<file path="src/rtl/mem_arb_pkg.sv">
// Shared definitions for the instruction/data memory port arbiter:
// FSM encoding, datapath widths and the default abort timeout.
package mem_arb_pkg;

  localparam int unsigned DATA_W          = 32;
  localparam int unsigned CNT_W           = 8;
  localparam int unsigned TIMEOUT_DEFAULT = 255;

  typedef enum logic [1:0] {
    IDLE = 2'd0,
    INST = 2'd1,
    DATA = 2'd2,
    RESP = 2'd3
  } arb_state_t;

  // Word returned to the requester: read data only for a completed read,
  // zero for writes and for aborted transactions.
  function automatic logic [DATA_W-1:0] resp_word(input logic          acked,
                                                  input logic          is_write,
                                                  input logic [DATA_W-1:0] rdata);
    return (acked && !is_write) ? rdata : '0;
  endfunction

endpackage

</file>
<file path="src/rtl/mem_port_arbiter.sv">
// Arbitrates a fetch port and a load/store port onto one single-outstanding
// RAM port; data accesses win ties, and a stalled RAM is aborted by a timeout.
module mem_port_arbiter
  import mem_arb_pkg::*;
#(
  parameter int unsigned TIMEOUT = TIMEOUT_DEFAULT
) (
  input  logic              clk,
  input  logic              rst,
  // instruction fetch port
  input  logic              inst_ren,
  input  logic [DATA_W-1:0] inst_addr,
  output logic [DATA_W-1:0] inst_data,
  output logic              inst_ack,
  output logic              inst_stall,
  // data load/store port
  input  logic              mem_ren,
  input  logic              mem_wen,
  input  logic [DATA_W-1:0] mem_addr,
  input  logic [DATA_W-1:0] mem_dout,
  output logic [DATA_W-1:0] mem_din,
  output logic              mem_ack,
  output logic              mem_stall,
  // RAM port
  output logic              ram_cs,
  output logic              ram_we,
  output logic [DATA_W-1:0] ram_addr,
  output logic [DATA_W-1:0] ram_wdata,
  input  logic              ram_ack,
  input  logic [DATA_W-1:0] ram_rdata,
  // status
  output logic              bus_err
);

  arb_state_t        r_state;
  logic [CNT_W-1:0]  r_cnt;
  logic              r_ram_cs;
  logic              r_ram_we;
  logic [DATA_W-1:0] r_ram_addr;
  logic [DATA_W-1:0] r_ram_wdata;
  logic              r_inst_ack;
  logic              r_mem_ack;
  logic [DATA_W-1:0] r_inst_data;
  logic [DATA_W-1:0] r_mem_din;
  logic              r_bus_err;

  logic [CNT_W-1:0]  w_cnt_nxt;
  logic              w_timeout;
  logic              w_done;
  logic [DATA_W-1:0] w_resp_data;

  // Abort on the wait cycle that would bring the counter up to TIMEOUT.
  assign w_cnt_nxt   = r_cnt + CNT_W'(1);
  assign w_timeout   = (w_cnt_nxt == CNT_W'(TIMEOUT));
  assign w_done      = ram_ack | w_timeout;
  assign w_resp_data = resp_word(ram_ack, r_ram_we, ram_rdata);

  always_ff @(posedge clk) begin
    if (rst) begin
      r_state     <= IDLE;
      r_cnt       <= '0;
      r_ram_cs    <= 1'b0;
      r_ram_we    <= 1'b0;
      r_ram_addr  <= '0;
      r_ram_wdata <= '0;
      r_inst_ack  <= 1'b0;
      r_mem_ack   <= 1'b0;
      r_inst_data <= '0;
      r_mem_din   <= '0;
      r_bus_err   <= 1'b0;
    end else begin
      case (r_state)
        IDLE: begin
          if (mem_ren || mem_wen) begin
            r_state     <= DATA;
            r_cnt       <= '0;
            r_ram_cs    <= 1'b1;
            r_ram_we    <= mem_wen;
            r_ram_addr  <= mem_addr;
            r_ram_wdata <= mem_wen ? mem_dout : '0;
          end else if (inst_ren) begin
            r_state     <= INST;
            r_cnt       <= '0;
            r_ram_cs    <= 1'b1;
            r_ram_we    <= 1'b0;
            r_ram_addr  <= inst_addr;
            r_ram_wdata <= '0;
          end
        end
        INST, DATA: begin
          if (w_done) begin
            r_state  <= RESP;
            r_ram_cs <= 1'b0;
            r_ram_we <= 1'b0;
            if (r_state == DATA) begin
              r_mem_ack <= 1'b1;
              r_mem_din <= w_resp_data;
            end else begin
              r_inst_ack  <= 1'b1;
              r_inst_data <= w_resp_data;
            end
            if (!ram_ack) begin
              r_bus_err <= 1'b1;
            end
          end else begin
            r_cnt <= w_cnt_nxt;
          end
        end
        RESP: begin
          // Ack pulse lasts exactly this cycle; grant re-evaluated in IDLE.
          r_inst_ack <= 1'b0;
          r_mem_ack  <= 1'b0;
          r_state    <= IDLE;
        end
        default: r_state <= IDLE;
      endcase
    end
  end

  assign ram_cs     = r_ram_cs;
  assign ram_we     = r_ram_we;
  assign ram_addr   = r_ram_addr;
  assign ram_wdata  = r_ram_wdata;
  assign inst_ack   = r_inst_ack;
  assign inst_data  = r_inst_data;
  assign mem_ack    = r_mem_ack;
  assign mem_din    = r_mem_din;
  assign bus_err    = r_bus_err;
  assign inst_stall = inst_ren & ~r_inst_ack;
  assign mem_stall  = (mem_ren | mem_wen) & ~r_mem_ack;

endmodule

</file>
<file path="config.mk">
export PLATFORM = sky130hd
export DESIGN_NAME = mem_port_arbiter
export DESIGN_NICKNAME = d
export VERILOG_FILES = /design/src/rtl/mem_arb_pkg.sv /design/src/rtl/mem_port_arbiter.sv
export SDC_FILE = /design/constraint.sdc
export NUM_CORES = 1
export LEC_CHECK = 0
export BUFFER_PORTS_ARGS = -buffer_cell sky130_fd_sc_hd__buf_2
export CAP_MARGIN = 30
export CORE_UTILIZATION = 48
export CTS_BUF_LIST = sky130_fd_sc_hd__clkbuf_8
export DETAILED_ROUTE_END_ITERATION = 8
export PLACE_DENSITY = 0.79
export RECOVER_POWER = 50
export REMOVE_ABC_BUFFERS = 1
export SLEW_MARGIN = 30
export SYNTH_ARGS = -nofsm -noshare
export SYNTH_HDL_FRONTEND = slang
export SYNTH_SLANG_ARGS = --single-unit
</file>
<file path="constraint.sdc">
create_clock -name clk -period 2.4 [get_ports clk]
set_input_delay 0.48 -clock clk [delete_from_list [all_inputs] [get_ports clk]]
set_output_delay 0.48 -clock clk [all_outputs]
set_load 0.005 [all_outputs]
</file>
==> flow_summary.yaml <==
status:
  status: "finished, violations left"
  violations: "design-rule violations"
setup_path:
  worstPathMaxFanout: 32
  endpoint_kind: "register"
  arrival_ns: 2.62
  rr_worst_depth: 6
  crit_type: "register to register"
  start_kind: "register"
  required_ns: 2.75
cts:
  clk_pin_slew_ns: 0.08
  clock-sinks: 143
  clock_path_buffers: 2
  numCtsBuffers: 17
  root_buffer: "clkbuf_8"
  cts_tree: "done"
  clock_latency_ns: 0.45
  htreeDepth: 4
  cts_hold_buf: 0
route:
  drt-total-wl_mm: 16.4
  num_vias: 5777
  initialDrtViolationCount: 536
  route.detailed.drc: 22
  antenna_left: 0
  vias_per_cell: 5.50
  routedWlPerCell_um: 15.6
  drt-pass1-iter-count: 7
floorplan:
  fp.coreArea_um2: 11600
  io_pins: 269
  initial_core_util: 0.501
  rows: 39
  die_x_um: 112
  die_area_um2: 12500
  die_h_um: 112
logic_synthesis:
  synthCells: 643
  ys_seq_area_frac: 0.494
  synth-main-ff-cell: "dfxtp_1"
  yosys.area.top_type: "dfxtp_1"
  synthDistinctLibCells: 57
  synthesis.area_um2: 5790
  synth_warnings: 0
  synth_top_area_frac: 0.494
  ys_async_sr_fraction: 0
  yosysMostFrequentCell: "dfxtp_1"
  synth_edf_count: 0
  syn_avg_cell_area_um2: 9.01
  ys_seq_elements: 143
  synth_area_leaders: "dfxtp_1 49%, a32o_1 5.9%, nor2_1 5.3%, a311oi_1 5.0%, nand2_1 5.0%"
  synth_common_cells: "143 x dfxtp_1, 82 x nor2_1, 77 x nand2_1"
global_route:
  grt_use_total: 0.262
  grt_max_degree: 65
  grt_antenna_before_repair: 0
  grt_pass1_wl_mm: 26.2
  grt_overflow: 0
  first_global_vias: 5397
sta:
  finalCritPeriodShare: 0.946
  final-setup-viol-count: 0
  max_freq_mhz: 441
  fin_tns_setup_ns: 0
  layout_min_cycle_time_ns: 2.27
  timing.final.ws_setup_ns: 0.130
  slew_viol_final: 0
  rsz0062_at_grt: "false"
  finalHoldViolations: 0
  fin_worst_skew_ns: 0.00637
  slew_headroom: 0.533
  tightest_slew_ns: 0.700
cells_and_area:
  post-route-util: 0.658
  stdcell_area_um2: 7610
  drive_gt1_frac: 0.297
  diodes: 0
  multi_input_area_um2: 2550
  ff_latch_area_um2: 2860
  fillers: 1054
  area_growth_pct: 31.4
  nNetsFinal: 1034
power_and_ir_drop:
  power_w: 0.00790
  power.leakage_nw: 3.20
  powerDensity_nw_per_um2: 1040
  ir_worst_vdd_mv: 0.643
place:
  dp_hpwl_mm: 11.4
  dp_slack_ns: 0.138
  gp_congestion: 0.917
  placed_cell_area_um2: 7270
  io_buffer_count: 268
min_path:
  hold_depth: 3
  holdCritPathClass: "input port to register"
flow_run:
  max_cap_viol_count: 0
## report_power, final
group	switching [W]	leakage (nW)	internal, W
clock network	0.000931	0.216	0.00116
logic	0.00156	1.82	0.00107
registers	0.000287	1.17	0.00289
## state kept, by name, indices dropped and copies added (netlist names)
signal     flops
r_cnt          8
inst_ack       1
bus_err        1
ram_we         1
ram_wdata     32
mem_ack        1
mem_din       32
r_state        2
ram_cs         1
inst_data     32
ram_addr      32
## cell usage in the layout (no fill, tap or decap), types with 18 or more instances in the layout
master,count
buf_2,197
dfxtp_1,142
nor2_1,79
nand2_1,77
clkbuf_1,71
inv_1,40
o21ai_0,38
a32o_1,34
o31ai_1,34
a22oi_1,33
a311oi_1,33
clkbuf_8,18
## cells by family after synthesis
kind of cell    count (synthesis)  synth area share
compound gates                203             0.274
mux                             1           0.00194
flops                         143             0.494
simple gates                  193             0.146
xor+xnor                        1           0.00151
fa+ha+maj                       6            0.0130
buf+inv                        96            0.0691
## layer usage
layer | routed length, µm | global-route usage | vias up | part of all wire
met5 | 0 | 0 | - | 0
met4 | 277 | 0.114 | 0 | 0.017
met3 | 1290 | 0.0621 | 25 | 0.079
met2 | 7980 | 0.455 | 282 | 0.49
met1 | 6830 | 0.308 | 2632 | 0.42
li1 | - | - | 2838 | -
## through the flow
| step | cells | hold slack (ns) |
|---|---|---|
| 5_1_grt | 1050 | 0.219 |
| 2_1_floorplan | 587 | 0.456 |
| 3_5_place_dp | 1018 | 0.451 |
| 6_report | 1050 | 0.234 |
| 4_1_cts | 1050 | 0.207 |
| 3_3_place_gp | 1018 | 0.449 |
## critical path, cell delays in order, from the launching register on
cell	delay [ns]
dfxtp_1	0.44
ha_2	0.28
xnor2_1	0.12
a2111oi_4	0.48
o2bb2ai_2	0.17
a21o_4	0.35
a32o_1	0.31
## what timing repair did
action | CTS | global route
setup buffers | 0 | 0
setup endpoints to repair | 0 | 35
gates resized for setup | 0 | 2
## area by class of cell
cell class / count / area share
Sequential cell: 143 / 0.376
Multi-Input combinational cell: 404 / 0.335
Inverter: 40 / 0.0197
Clock inverter: 14 / 0.0252
Clock buffer: 18 / 0.0326
Tap cell: 143 / 0.0235
Timing Repair Buffer: 288 / 0.187
## final timing paths
kind / slack [ns] / end / from
min: 0.23 / inst_data[28]$_SDFFE_PP0P_ / ram_rdata[28]
max: 0.13 / mem_din[5]$_SDFFE_PP0P_ / r_cnt[1]$_SDFFE_PP0P_
max reg2reg: 0.13 / mem_din[5]$_SDFFE_PP0P_ / r_cnt[1]$_SDFFE_PP0P_
min reg2reg: 0.46 / inst_data[15]$_SDFFE_PP0P_ / inst_data[15]$_SDFFE_PP0P_
Power figures use the tool's default switching activity.
